## config.mk

```make
export PLATFORM = sky130hd
export DESIGN_NAME = uart_rx_frame
export DESIGN_NICKNAME = d
export VERILOG_FILES = /design/src/rtl/uart_pkg.sv /design/src/rtl/uart_baud_tick.sv /design/src/rtl/uart_rx_frame.sv
export SDC_FILE = /design/constraint.sdc
export NUM_CORES = 1
export LEC_CHECK = 0
export ABC_AREA = 1
export CORE_MARGIN = 2
export CORE_UTILIZATION = 50
export CTS_BUF_LIST = sky130_fd_sc_hd__clkbuf_8 sky130_fd_sc_hd__clkbuf_16
export CTS_CLUSTER_DIAMETER = 30
export DETAILED_ROUTE_END_ITERATION = 7
export GPL_TIMING_DRIVEN = 0
export PLACE_DENSITY_LB_ADDON = 0.25
export RECOVER_POWER = 50
export SLEW_MARGIN = 20
export SYNTH_ARGS = -nofsm -noshare
export SYNTH_HDL_FRONTEND = slang
export SYNTH_HIERARCHICAL = 1
export SYNTH_SLANG_ARGS = --single-unit
```

## constraint.sdc

```tcl
create_clock -name clk -period 3.4 [get_ports clk]
set_input_delay 0.68 -clock clk [delete_from_list [all_inputs] [get_ports clk]]
set_output_delay 0.68 -clock clk [all_outputs]
set_load 0.02 [all_outputs]
```

## src/rtl/uart_pkg.sv

```systemverilog
// Shared UART definitions: receiver state encoding, oversampling constants and parity helper.
package uart_pkg;

    typedef enum logic [2:0] {
        IDLE,
        START,
        DATA,
        PARITY,
        STOP1,
        STOP2,
        DONE
    } rx_state_t;

    localparam int OVERSAMPLE = 16;
    localparam int SAMP_W     = $clog2(OVERSAMPLE);
    localparam int SAMP_MID   = 8;
    localparam int DATA_W     = 8;

    // sel=1 gives the XOR of the data bits, sel=0 its complement.
    function automatic logic parity_bit(input logic [DATA_W-1:0] data, input logic sel);
        return sel ? ^data : ~^data;
    endfunction

endpackage

```

## src/rtl/uart_baud_tick.sv

```systemverilog
// Oversample tick generator: one-cycle pulse every DIV clocks, restartable via clr.
module uart_baud_tick #(
    parameter int DIV = 1
) (
    input  logic clk,
    input  logic rst,
    input  logic clr,
    output logic tick
);

    localparam int CW = (DIV > 1) ? $clog2(DIV) : 1;

    logic [CW-1:0] cnt_q, cnt_d;

    always_comb begin
        cnt_d = cnt_q + CW'(1);
        if (clr || (cnt_q == CW'(DIV - 1))) begin
            cnt_d = '0;
        end
    end

    always_ff @(posedge clk) begin
        if (rst) begin
            cnt_q <= '0;
        end else begin
            cnt_q <= cnt_d;
        end
    end

    assign tick = (cnt_q == CW'(DIV - 1));

endmodule

```

## src/rtl/uart_rx_frame.sv

```systemverilog
// RS422 UART receiver: 16x oversampled frame deserialiser with valid/ack byte handshake.
// Optional build macro UART_RX_MAJORITY_EN selects 2-of-3 majority sampling around the bit centre.
module uart_rx_frame
    import uart_pkg::*;
#(
    parameter int CLK_FREQ = 50_000_000,
    parameter int BAUD     = 115200
) (
    input  logic              clk,
    input  logic              rst,
    input  logic              parity,
    input  logic              stopbit,
    input  logic              rs422_rx,
    output logic [DATA_W-1:0] rx_data,
    output logic              rx_valid,
    input  logic              rx_ack,
    output logic              parity_err,
    output logic              frame_err,
    output logic              overrun,
    output logic              busy
);

    localparam int DIV_RAW = CLK_FREQ / (BAUD * OVERSAMPLE);
    localparam int DIV     = (DIV_RAW < 1) ? 1 : DIV_RAW;

    logic              meta_q, sync_q0, sync_q1;
    logic [1:0]        fill_q, fill_d;
    logic              fall, tick, baud_clr, centre, bit_val;
    rx_state_t         state_q, state_d;
    logic [SAMP_W-1:0] samp_cnt_q, samp_cnt_d;
    logic [2:0]        bit_cnt_q, bit_cnt_d;
    logic [DATA_W-1:0] shreg_q, shreg_d, rx_data_q, rx_data_d;
    logic              p_err_q, p_err_d, f_err_q, f_err_d;
    logic              rx_valid_q, rx_valid_d, parity_err_q, parity_err_d;
    logic              frame_err_q, frame_err_d, overrun_q, overrun_d, busy_q, busy_d;

    uart_baud_tick #(.DIV(DIV)) u_baud_tick (
        .clk  (clk),
        .rst  (rst),
        .clr  (baud_clr),
        .tick (tick)
    );

    // Edges are only trusted once the pin has propagated through the whole chain,
    // so a line held low across reset cannot fake a start bit.
    assign fill_d = (fill_q == 2'd3) ? fill_q : fill_q + 2'd1;
    assign fall   = (fill_q == 2'd3) && sync_q1 && !sync_q0;

`ifdef UART_RX_MAJORITY_EN
    logic samp7_q, samp7_d, samp8_q, samp8_d;

    always_comb begin
        samp7_d = samp7_q;
        samp8_d = samp8_q;
        if (tick && (samp_cnt_q == SAMP_W'(SAMP_MID - 1))) samp7_d = sync_q0;
        if (tick && (samp_cnt_q == SAMP_W'(SAMP_MID)))     samp8_d = sync_q0;
    end

    always_ff @(posedge clk) begin
        samp7_q <= samp7_d;
        samp8_q <= samp8_d;
    end

    assign centre  = tick && (samp_cnt_q == SAMP_W'(SAMP_MID + 1));
    assign bit_val = (samp7_q & samp8_q) | (samp7_q & sync_q0) | (samp8_q & sync_q0);
`else
    assign centre  = tick && (samp_cnt_q == SAMP_W'(SAMP_MID));
    assign bit_val = sync_q0;
`endif

    always_comb begin
        state_d      = state_q;
        samp_cnt_d   = samp_cnt_q;
        bit_cnt_d    = bit_cnt_q;
        shreg_d      = shreg_q;
        p_err_d      = p_err_q;
        f_err_d      = f_err_q;
        rx_data_d    = rx_data_q;
        rx_valid_d   = rx_valid_q;
        parity_err_d = parity_err_q;
        frame_err_d  = frame_err_q;
        overrun_d    = overrun_q;
        baud_clr     = 1'b0;

        // samp_cnt wraps freely through the frame so every centre stays one bit apart.
        if (tick && (state_q != IDLE)) samp_cnt_d = samp_cnt_q + SAMP_W'(1);

        case (state_q)
            IDLE: begin
                samp_cnt_d = '0;
                if (fall) begin
                    state_d  = START;
                    baud_clr = 1'b1;
                    p_err_d  = 1'b0;
                    f_err_d  = 1'b0;
                end
            end
            START: begin
                bit_cnt_d = '0;
                if (centre) state_d = bit_val ? IDLE : DATA;
            end
            DATA: begin
                if (centre) begin
                    shreg_d   = {bit_val, shreg_q[DATA_W-1:1]};
                    bit_cnt_d = bit_cnt_q + 3'd1;
                    if (bit_cnt_q == 3'd7) state_d = PARITY;
                end
            end
            PARITY: begin
                if (centre) begin
                    p_err_d = (bit_val != parity_bit(shreg_q, parity));
                    state_d = STOP1;
                end
            end
            STOP1: begin
                if (centre) begin
                    f_err_d = f_err_q | ~bit_val;
                    state_d = stopbit ? STOP2 : DONE;
                end
            end
            STOP2: begin
                if (centre) begin
                    f_err_d = f_err_q | ~bit_val;
                    state_d = DONE;
                end
            end
            DONE: begin
                state_d = IDLE;
            end
            default: begin
                state_d = IDLE;
            end
        endcase

        if (state_q == DONE) begin
            if (!rx_valid_q || rx_ack) begin
                rx_data_d    = shreg_q;
                parity_err_d = p_err_q;
                frame_err_d  = f_err_q;
                rx_valid_d   = 1'b1;
                overrun_d    = 1'b0;
            end else begin
                overrun_d = 1'b1;
            end
        end else if (rx_valid_q && rx_ack) begin
            rx_valid_d = 1'b0;
            overrun_d  = 1'b0;
        end

        busy_d = (state_d != IDLE);
    end

    always_ff @(posedge clk) begin
        if (rst) begin
            meta_q       <= 1'b1;
            sync_q0      <= 1'b1;
            sync_q1      <= 1'b1;
            fill_q       <= '0;
            state_q      <= IDLE;
            samp_cnt_q   <= '0;
            bit_cnt_q    <= '0;
            shreg_q      <= '0;
            p_err_q      <= 1'b0;
            f_err_q      <= 1'b0;
            rx_data_q    <= '0;
            rx_valid_q   <= 1'b0;
            parity_err_q <= 1'b0;
            frame_err_q  <= 1'b0;
            overrun_q    <= 1'b0;
            busy_q       <= 1'b0;
        end else begin
            meta_q       <= rs422_rx;
            sync_q0      <= meta_q;
            sync_q1      <= sync_q0;
            fill_q       <= fill_d;
            state_q      <= state_d;
            samp_cnt_q   <= samp_cnt_d;
            bit_cnt_q    <= bit_cnt_d;
            shreg_q      <= shreg_d;
            p_err_q      <= p_err_d;
            f_err_q      <= f_err_d;
            rx_data_q    <= rx_data_d;
            rx_valid_q   <= rx_valid_d;
            parity_err_q <= parity_err_d;
            frame_err_q  <= frame_err_d;
            overrun_q    <= overrun_d;
            busy_q       <= busy_d;
        end
    end

    assign rx_data    = rx_data_q;
    assign rx_valid   = rx_valid_q;
    assign parity_err = parity_err_q;
    assign frame_err  = frame_err_q;
    assign overrun    = overrun_q;
    assign busy       = busy_q;

endmodule
```

# Word level (Yosys, flattened, before mapping)
# Index checks and enable logic that the tools add are counted.
# W data, S select, Z words.
[totals]
reg_bits = 43
latch_bits = 0
ram_bits = 0
mem_bits_ro = 0
out_inout_bits = 13
wordCells = 91
memories = 0
[op_classes]
add_sub_neg = 4
multipliers = 0
n_div = 0
magnitude_cmp = 0
eq_ne = 16
n_shift = 0
n_mux = 25
bitwise = 2
n_reduce_logical = 27
[op_table]
columns = ["op", "count"]
rows = [
  ["$mux W3", 8],
  ["$pmux W3 S6", 1],
  ["$eq A3 B3 Y1 const B", 4],
  ["$mux W1", 11],
  ["$reduce_and A2 Y1", 4],
  ["$reduce_bool A2 Y1", 4],
  ["$reduce_xnor A8 Y1", 1],
  ["$reduce_xor A8 Y1", 1],
  ["$eq A3 B2 Y1 const B", 2],
  ["$ne A2 B2 Y1 const B", 3],
  ["$pmux W3 S2", 1],
  ["$reduce_and A3 Y1", 2],
  ["$reduce_bool A3 Y1", 2],
  ["$reduce_or A2 Y1", 3],
  ["$add A5 B1 Y5 const B", 1],
  ["$eq A5 B5 Y1 const B", 1],
  ["$logic_and A1 B1 Y1", 5],
  ["$add A4 B1 Y4 const B", 1],
  ["$eq A4 B4 Y1 const B", 1],
  ["$mux W2", 2],
  ["$ne A2 B1 Y1 const B", 2],
  ["$pmux W1 S2", 2],
  ["$add A3 B1 Y3 const B", 1],
  ["$eq A3 B1 Y1 const B", 1],
  ["8 further kinds", 10],
]

# Longest topological paths before layout
# Gate-level depths: netlist of the first run.
[depth]
depth_word = 7
mapped_depth = 11
ltp_nobuf = 11

# Modules after synthesis
# The synthesis of the first run kept the hierarchy.
[by_module_without_submodules]
columns = ["mod", "n_inst", "cells_per_inst", "area_each_um2", "seq_area_each_um2"]
rows = [
  ["uart_rx_frame", 1, 233, 1760.4, 760.7],
  ["uart_baud_tick", 1, 33, 250.2, 100.1],
]

# Worst setup path before layout of the first run
# Ideal clock, no wire load.
[synth_path]
path_kind = "register -> register"
startpoint = "register u_baud_tick.cnt_q[0]"
endpoint = "register bit_cnt_q[0]"
arrival_ns = 1.452
required_ns = 3.284
setup_slack_ns = 1.832
path_stages_with_launch = 11
n_path_buf = 0
period_less_slack_ns = 1.568
cell_sequence = "dfxtp_1 -> inv_1 -> ha_1 -> nand2_2 -> nor2_2 -> nand4_4 -> nor2_8 -> nor2_4 -> inv_2 -> o21ai_0 -> o211a_1"
[synth_between]
elab_chain_cells = 4
[synth_rtl]
columns = ["element", "line_no", "text"]
rows = [
  ["start: declaration", "uart_baud_tick.sv:13", "logic [CW-1:0] cnt_q, cnt_d;"],
  ["start signal: assignment", "uart_baud_tick.sv:26", "cnt_q <= cnt_d;"],
  ["$eq A5 B5 Y1", "uart_baud_tick.sv:30", "assign tick = (cnt_q == CW'(DIV - 1));"],
  ["net tick", "uart_rx_frame.sv:28", "logic fall, tick, baud_clr, centre, bit_val;"],
  ["$logic_and A1 B1 Y1", "uart_rx_frame.sv:67", "assign centre = tick && (samp_cnt_q == SAMP_W'(SAMP_MID));"],
  ["$ne A2 B2 Y1 (no source line)", "n/a", ""],
  ["$reduce_and A2 Y1 (no source line)", "n/a", ""],
  ["end signal: assignment", "uart_rx_frame.sv:178", "bit_cnt_q <= bit_cnt_d;"],
  ["end: declaration", "uart_rx_frame.sv:31", "logic [2:0] bit_cnt_q, bit_cnt_d;"],
]
# The timed path passes the listed nets, and every way through them passes these cells.
# A chain may end at the register's enable or synchronous reset.

==> summary.md, run 1 <==
| Metric | Value |
|---|---|
| Critical Path RT | `3580 ps` |
| IO buf count | `18` |
| Layout area overhead | `15.1%` |
| WS Path Type | `in2reg` |
| Critical Path AT | `roughly 2400 ps` |
| Outcome | `complete, no violations` |
| Most frequent CP cell | `clkbuf_1` |
| Cell Rows | `23` |
| First-pass GRT wire length | `6270 microns` |
| Layout cells sized above 1 | `0.103` |
| Initial DRC count | `132` |
| CP Max Fanout | `10` |
| Seq cells post-synth | `43` |
| Pin count of the biggest net entering global routing | `13` |
| Total number of yosys warnings | `6` |
| Buffer and inverter count on the worst path | `4` |
| Worst Skew | `7.33 ps` |
| Vias | `around 1700` |
| Tmin final | `2180 ps` |
| Post-Syn Instances | `roughly 270` |
| DIE WIDTH | `67.4 microns` |
| Die Area | `0.00454 sq mm` |
| PostCTS Resize Cnt | `0` |
| Final Max Tran Viols | `0` |
| Final TNS setup | `0 ps` |
| Vias in the first global route | `1449` |
| Synthesized net count | `about 280` |
| I/O pin total | `19` |
| Fillcell total | `between 300 and 400` |
| Setup violations, final | `0` |
| Hold path endpoint | `bit_val` |
| R2R Path End | `shreg_q[6]` |
| Worst Max-Slew Pin Slew | `495 ps` |
| Hold path start | `meta_q` |
| Gr usage total | `0.183` |
| Post-Syn Area | `0.00201 sq mm` |
| Asr flop ratio synth | `0` |
| Startpoint class of the critical path | `input pin` |
| Global route overflow | `0` |
| Clock transition at path regs | `about 70 ps` |
| Avg Cell Area, Syn | `7.56 sq um` |
| DP Wirelength | `2620 microns` |
| Netlist cell types | `31` |
| CP Cell Sequence | `dlygate4sd3_1, clkbuf_1, inv_1, clkbuf_1, nand2_1, nand3_1` |
| Min Hold Slack | `416 ps` |
| Total of max-cap violations | `0` |
| Gpl congestion | `0.818` |
| CTS max path bufs | `2` |
| Worst Reg-to-Reg Cells | `9` |
| Fmax achieved | `around 460 MHz` |
| R2r startpoint | `u_baud_tick/cnt_q[0]` |
| DRC | `0` |
| Total number of H-tree levels | `2` |
| CP top delay family | `buffers and inverters` |
| Via density | `4.93` |
| RSZ-0062 raised after global routing | `no` |
| First-pass DRT Iterations | `4` |
| Worst-Skew Late Latency | `290 ps` |
| Antenna violations before repair | `0` |
| Crit-path max cell delay | `540 ps` |
| Area occupied by registers | `861 sq um` |
| Most frequent cells in the layout | `nand2_1, dfxtp_1, inv_1, o21ai_0` |
| PD cells | `384 mW/mm^2` |
| Worst hold path depth | `1` |
| Core area | `0.00394 sq mm` |
| Final WL | `3560 microns` |
| Leakage power | `1.05 nW` |
| Die Ht | `67.4 microns` |
| # nets final | `304` |
| Hold buffer count at cts | `0` |
| Multi-input gate area | `911 sq um` |
| Routed WL per cell | `10.4 microns` |
| Total clock sinks | `43` |
| Antenna diodes | `0` |
| Sequential share of the synthesized area | `0.428` |
| Antenna Nets Post-Route | `0` |
| Initial Util | `0.510` |
| R2r setup slk | `around 1300 ps` |
| CP max-delay cell | `dlygate4sd3_1` |
| Nature of the critical path endpoint | `flop` |
| Worst Hold Class | `reg2reg` |
| EDFF count, synth | `0` |
| VDD IR max | `0.270 mV` |
| CTS root buf | `clkbuf_8` |
| Max_slew headroom | `0.670` |
| Post-CTS Setup Inserts | `0` |
| CTS tree | `done` |
| Ys flop type | `dfxtp_1` |
| Final core utilization | `0.587` |
| Commonest non-fill, non-tap cell in the layout | `nand2_1` |
| Final Hold Viols | `0` |
| Fin crit share | `0.642` |
| Number of buffers created by CTS | `5` |
## layout make-up
cell class / count / share of cell area
Timing Repair Buffer: 18 / 0.0778
Inverter: 46 / 0.0757
Buffer: 5 / 0.0162
Sequential cell: 43 / 0.372
Clock inverter: 1 / 0.00216
Clock buffer: 6 / 0.0357
Tap cell: 50 / 0.0270
Multi-Input combinational cell: 172 / 0.394
## per-stage QoR
step	setup slack [ps]	std cells	area, sq um	total power [mW]
5_1_grt	1030	341	2310	0.933
3_5_place_dp	1250	334	2250	0.576
2_1_floorplan	1830	266	2010	0.561
4_1_cts	1460	341	2340	0.901
6_report	1220	341	2310	0.890
3_3_place_gp	1260	334	2250	0.574
## cell families after synthesis
logic type	share of synthesized area
simple gates	0.252
xor+xnor	0.0131
flops	0.428
buf+inv	0.107
fa+ha+maj	0.0436
compound gates	0.156
## cell usage after synthesis, types with 2 or more instances
master     n  area [sq um]
nand4_1    3          18.8
dfxtp_1   43           861
inv_1     39           146
nor3_1     2          10.0
nor2_4     2          22.5
nand3_1   10          50.1
xnor2_1    2          17.5
buf_2      2          10.0
nor2_1    23          86.3
or2_2      2          12.5
nand2_2    4          25.0
o21ai_0   25           125
a211oi_1   2          15.0
a21oi_1   25           125
nor2_2     5          31.3
inv_2      6          22.5
ha_1       7          87.6
nand2_1   50           188
o21ai_2    2          17.5
## where the power goes
group | switching [mW] | total, mW | internal [mW]
Sequential | 0.00814 | 0.522 | 0.514
Combinational | 0.0222 | 0.0404 | 0.0183
Clock | 0.168 | 0.327 | 0.159
Total | 0.198 | 0.890 | 0.691
## per-layer routing
layer / track usage / routed length, microns
met1: 0.241 / 1810
met2: 0.291 / 1570
met3: 0.0550 / 142
met4: 0.0536 / 31
met5: 0 / 0
## worst max path at each step
stage | from | endpoint | slack [ps] | depth (start not counted)
6_report | rst | busy | 1220 | 6
5_1_grt | rst | bit_cnt_q[1] | 1030 | 6
4_1_cts | parity_err | parity_err | 1460 | 1
3_5_place_dp | rst | shreg_q[5] | 1250 | 6
3_3_place_gp | rst | shreg_q[5] | 1260 | 6
2_1_floorplan | u_baud_tick/cnt_q[0] | bit_cnt_q[0] | 1830 | 10
## flip-flops by register name (all words and copies together) (netlist names)
| signal | flops |
|---|---|
| bit_cnt_q | 3 |
| bit_val | 1 |
| busy | 1 |
| f_err_q | 1 |
| fill_q | 2 |
| frame_err | 1 |
| meta_q | 1 |
| overrun | 1 |
| p_err_q | 1 |
| parity_err | 1 |
| rx_data | 8 |
| rx_valid | 1 |
| samp_cnt_q | 4 |
| shreg_q | 8 |
| state_q | 3 |
| sync_q1 | 1 |
| u_baud_tick/cnt_q | 5 |
No activity file was read; power rests on OpenSTA's default activity.
==> inputs of run 2 (changes only) <==
- clock period: 3.4 -> 1.9 ns (I/O delays scaled with it)
==> summary.md, run 2 (same netlist as run 1, synthesis figures left out) <==
| Metric | Value |
|---|---|
| Setup violations, final | `0` |
| Routed WL per cell | `10.4 microns` |
| Post-CTS Setup Inserts | `0` |
| Cell Rows | `23` |
| WS Path Type | `in2reg` |
| R2r startpoint | `u_baud_tick/cnt_q[0]` |
| Final WL | `3560 microns` |
| Core area | `0.00394 sq mm` |
| Gpl congestion | `0.818` |
| CTS tree | `done` |
| Initial DRC count | `122` |
| Worst Reg-to-Reg Cells | `10` |
| Hold buffer count at cts | `0` |
| Layout cells sized above 1 | `0.107` |
| Tmin final | `1670 ps` |
| CTS root buf | `clkbuf_8` |
| Total power | `1.59 mW` |
| PD cells | `slightly below 700 mW/mm^2` |
| Die Area | `0.00454 sq mm` |
| Final TNS setup | `0 ps` |
| Nature of the critical path endpoint | `flop` |
| Initial Util | `0.510` |
| Worst Skew | `~6.7 ps` |
| Fmax achieved | `601 MHz` |
| CP Cell Sequence | `dlygate4sd3_1, buf_2, inv_1, clkbuf_1, o21ai_0, a21oi_1` |
| Vias | `1684` |
| CTS max path bufs | `2` |
| Most frequent cells in the layout | `nand2_1, dfxtp_1, inv_1, o21ai_0` |
| Layout area overhead | `15.9%` |
| Commonest non-fill, non-tap cell in the layout | `nand2_1` |
| Critical Path Start | `rst` |
| Gr usage total | `0.183` |
| Total of max-cap violations | `0` |
| Total number of H-tree levels | `2` |
| DP Wirelength | `2620 microns` |
| Worst Max-Slew Pin Slew | `between 400 and 500 ps` |
| Via density | `4.94` |
| DRC | `0` |
| VDD IR max | `0.486 mV` |
| CP Max Fanout | `10` |
| Hold path start | `meta_q` |
| CP max-delay cell | `dlygate4sd3_1` |
| IO buf count | `18` |
| Cells after DPL | `334` |
| Pin count of the biggest net entering global routing | `13` |
| DIE WIDTH | `67.4 microns` |
| First-pass GRT wire length | `between 6000 and 7000 microns` |
| Final Max Tran Viols | `0` |
| Die Ht | `about 67 microns` |
| Final core utilization | `0.591` |
| Antenna Nets Post-Route | `0` |
| Fin crit share | `0.876` |
| Worst Hold Class | `reg2reg` |
| Critical Path AT | `1890 ps` |
| Clock transition at path regs | `70 ps` |
| Outcome | `complete, no violations` |
| Leakage power | `between 1 and 1.5 nW` |
| Vias in the first global route | `1449` |
| # nets final | `304` |
| Global route overflow | `0` |
| Number of buffers created by CTS | `5` |
| Worst-Skew Late Latency | `290 ps` |
| Antenna violations before repair | `0` |
| Critical Path RT | `2120 ps` |
| Max_slew headroom | `0.720` |
| Final Hold Viols | `0` |
| Startpoint class of the critical path | `input pin` |
| RSZ-0062 raised after global routing | `no` |
| I/O pin total | `19` |
| Worst hold path depth | `1` |
| First-pass DRT Iterations | `4` |
| Layout Cells excl Fill | `341` |
| Total clock sinks | `43` |
| Crit-path max cell delay | `550 ps` |
| Antenna diodes | `0` |
-- run 2: changes by cell type in the layout (fill, tap and decap cells not counted), sizes merged --
cell,before,now
clkdlybuf4s50,17,13
dlygate4sd3,1,5
buf,2,4
clkbuf,9,7
-- run 2: final cells by class --
cell class	instances	area, sq um
inverters	46	173
flip-flops and latches	43	861
clock inverters	1	5.00
clock buffers	6	82.6
repair buffers	18	180
well taps	50	62.6
plain buffers	5	40.0
fillers	380	1610
multi-input cells	172	926
-- run 2: worst paths after layout --
| path | end | slack (ps) |
|---|---|---|
| setup / recovery | shreg_q[5] | 230 |
| hold / removal | bit_val | 420 |
| setup reg to reg | bit_cnt_q[0] | 230 |
| hold reg to reg | bit_val | 420 |
-- run 2: per-layer routing --
layer,wire [microns],up-vias,GRT usage
met2,1590,26,0.291
li1,-,896,-
met5,0,-,0
met1,1790,757,0.241
met4,31,0,0.0536
met3,142,5,0.0550
-- run 2: power by group --
part	total (mW)	switching, mW	internal (mW)	leakage (nW)
Sequential	0.933	0.0145	0.919	0.348
Combinational	0.0730	0.0397	0.0332	0.679
Clock	0.585	0.299	0.285	0.0470
-- run 2: through the flow --
| stage | area, sq um | hold slack [ps] | setup WS [ps] |
|---|---|---|---|
| floorplan | 2010 | 389 | 332 |
| CTS | 2340 | 418 | 120 |
| global placement | 2250 | 392 | 62.3 |
| detailed placement | 2250 | 396 | 48.2 |
| global route | 2330 | 427 | 33.5 |
| finish | 2330 | 416 | 235 |
-- run 2: worst max-delay path, delay by kind of cell --
| family | cells | cell delay [ps] |
|---|---|---|
| AO/OA/AOI/OAI | 2 | 280 |
| buffers and inverters | 4 | 1220 |
-- run 2: repair_timing --
action                                 CTS  global route
gates resized for setup                  0             1
setup endpoints to repair                0             8
endpoints found under the hold margin    0             0
==> inputs of run 3 (changes only) <==
- clock period: 1.9 -> 1.45 ns (I/O delays scaled with it)
==> summary.md, run 3 (same netlist as run 1, synthesis figures left out) <==
| Metric | Value |
|---|---|
| WS Path Type | `reg2reg` |
| Gpl congestion | `0.815` |
| PD cells | `860 mW/mm^2` |
| Min Hold Slack | `426 ps` |
| Critical Path AT | `around 1700 ps` |
| Switch share | `0.242` |
| Total of max-cap violations | `0` |
| Leakage power | `1.19 nW` |
| CP Cell Sequence | `inv_2, ha_4, nand2_4, nor2_4, nand4_4, nor2_8, buf_8, nor2_2, a211oi_2` |
| Max_slew headroom | `0.817` |
| RSZ-0062 raised after global routing | `yes` |
| Vias | `1686` |
| IO buf count | `18` |
| Worst Max-Slew Pin Slew | `274 ps` |
| Hold path endpoint | `bit_val` |
| Gr usage total | `0.190` |
| Routed WL per cell | `~11 microns` |
| Core area | `0.00394 sq mm` |
| Commonest non-fill, non-tap cell in the layout | `nand2_1` |
| Failing checks | `setup timing` |
| Total clock sinks | `between 40 and 50` |
| Cell count along the critical path | `9` |
| Hold path start | `meta_q` |
| Critical Path Start | `u_baud_tick/cnt_q[0]` |
| Final instance area | `0.00243 sq mm` |
| Initial Util | `0.510` |
| Worst-Skew Late Latency | `310 ps` |
| Antenna diodes | `0` |
| CTS root buf | `clkbuf_8` |
| Pin count of the biggest net entering global routing | `14` |
| Tmin final | `about 1500 ps` |
| I/O pin total | `19` |
| Clock transition at path regs | `approximately 80 ps` |
| Cell Rows | `23` |
| Total number of H-tree levels | `2` |
| Layout cells sized above 1 | `0.197` |
| Most frequent cells in the layout | `nand2_1, dfxtp_1, inv_1, a21oi_1` |
| Outcome | `complete, but fails checks` |
| Vias in the first global route | `1512` |
| Setup violations, final | `9` |
| CP max-delay cell | `dfxtp_4` |
| CP top delay family | `simple AND/OR/NAND/NOR gates` |
| DP Area | `0.00228 sq mm` |
| Worst Reg-to-Reg Cells | `9` |
| Final WL | `3840 microns` |
| VDD IR max | `0.706 mV` |
| Global route overflow | `0` |
| Seq pwr share | `0.586` |
| Initial DRC count | `82` |
| Worst Hold Class | `reg2reg` |
| Die Area | `~0.0045 sq mm` |
| Critical Path RT | `1680 ps` |
| DIE WIDTH | `67.4 microns` |
| Worst hold path depth | `1` |
| Total power | `2.09 mW` |
| Nature of the critical path endpoint | `flop` |
| Die Ht | `67.4 microns` |
| R2R Path End | `shreg_q[7]` |
| Final Hold Viols | `0` |
| Final worst setup slack | `-57.2 ps` |
| Fmax achieved | `663 MHz` |
| # nets final | `approximately 310` |
| DRC | `0` |
| Combinational Power Share | `0.052` |
| Final TNS setup | `-236 ps` |
| Sw power | `506 uW` |
| Antenna violations before repair | `0` |
| Int Pwr | `1.59 mW` |
| CP Max Fanout | `10` |
| Clock share of power | `0.362` |
| Buffer and inverter count on the worst path | `2` |
| Startpoint class of the critical path | `flop` |
| Crit-path max cell delay | `between 300 and 400 ps` |
| Final Max Tran Viols | `0` |
| R2r startpoint | `u_baud_tick/cnt_q[0]` |
| Number of buffers created by CTS | `5` |
| Fin crit share | `1.04` |
| DP Wirelength | `2650 microns` |
| R2r setup slk | `-60 ps` |
| First-pass DRT Iterations | `4` |
| Worst Skew | `10.8 ps` |
| CTS tree | `done` |
| CTS max path bufs | `2` |
| Layout area overhead | `21.0%` |
| Antenna Nets Post-Route | `0` |
| First-pass GRT wire length | `6410 microns` |
| Via density | `4.82` |
[run 3: cell count changes in the layout (fill, tap and decap cells not counted), sizes merged]
cell,change
clkbuf,-1
dlygate4sd2,+13
dlygate4sd3,-4
clkdlybuf4s50,-9
inv,+1
clkinvlp,+1
buf,+8
[run 3: worst max path at each step]
stage	slack, ps	to
after floorplan	2	bit_cnt_q[0]
after global placement	-300	shreg_q[0]
after detailed placement	-330	shreg_q[4]
after CTS	-90	busy
after global routing	-160	busy
final	-60	shreg_q[7]
[run 3: metrics by stage]
stage,worst slack (ps),util,std cells
floorplan,2.20,-,266
global placement,-299,0.578,334
detailed placement,-328,0.578,334
CTS,-92.3,0.605,346
global route,-160,0.617,350
finish,-57.2,0.617,350
[run 3: layout make-up]
type,count,area (sq um)
clock inverters,3,16.3
repair buffers,26,228
flip-flops and latches,43,871
well taps,50,62.6
multi-input cells,172,970
plain buffers,5,41.3
inverters,46,175
fillers,355,1510
clock buffers,5,68.8
[run 3: power by group through the flow]
stage | clock network (mW) | registers (mW) | logic (mW)
after floorplan | 0 | 1.25 | 0.0711
after global placement | 0 | 1.25 | 0.100
after detailed placement | 0 | 1.25 | 0.103
after CTS | 0.767 | 1.22 | 0.109
after global routing | 0.807 | 1.23 | 0.125
final | 0.758 | 1.23 | 0.108
[run 3: repair_timing]
item,in CTS,in global routing
buffers inserted,4,4
hold buffers,0,0
setup endpoints to repair,30,20
hold endpoints to repair,0,0
pin swaps,6,7
resized for setup,19,9
[run 3: per-layer routing]
metal | vias up | GRT usage | part of all wire
li1 | 911 | - | -
met1 | 750 | 0.238 | 0.49
met2 | 16 | 0.312 | 0.46
met3 | 9 | 0.0500 | 0.028
met4 | 0 | 0.0765 | 0.018
met5 | - | 0 | 0
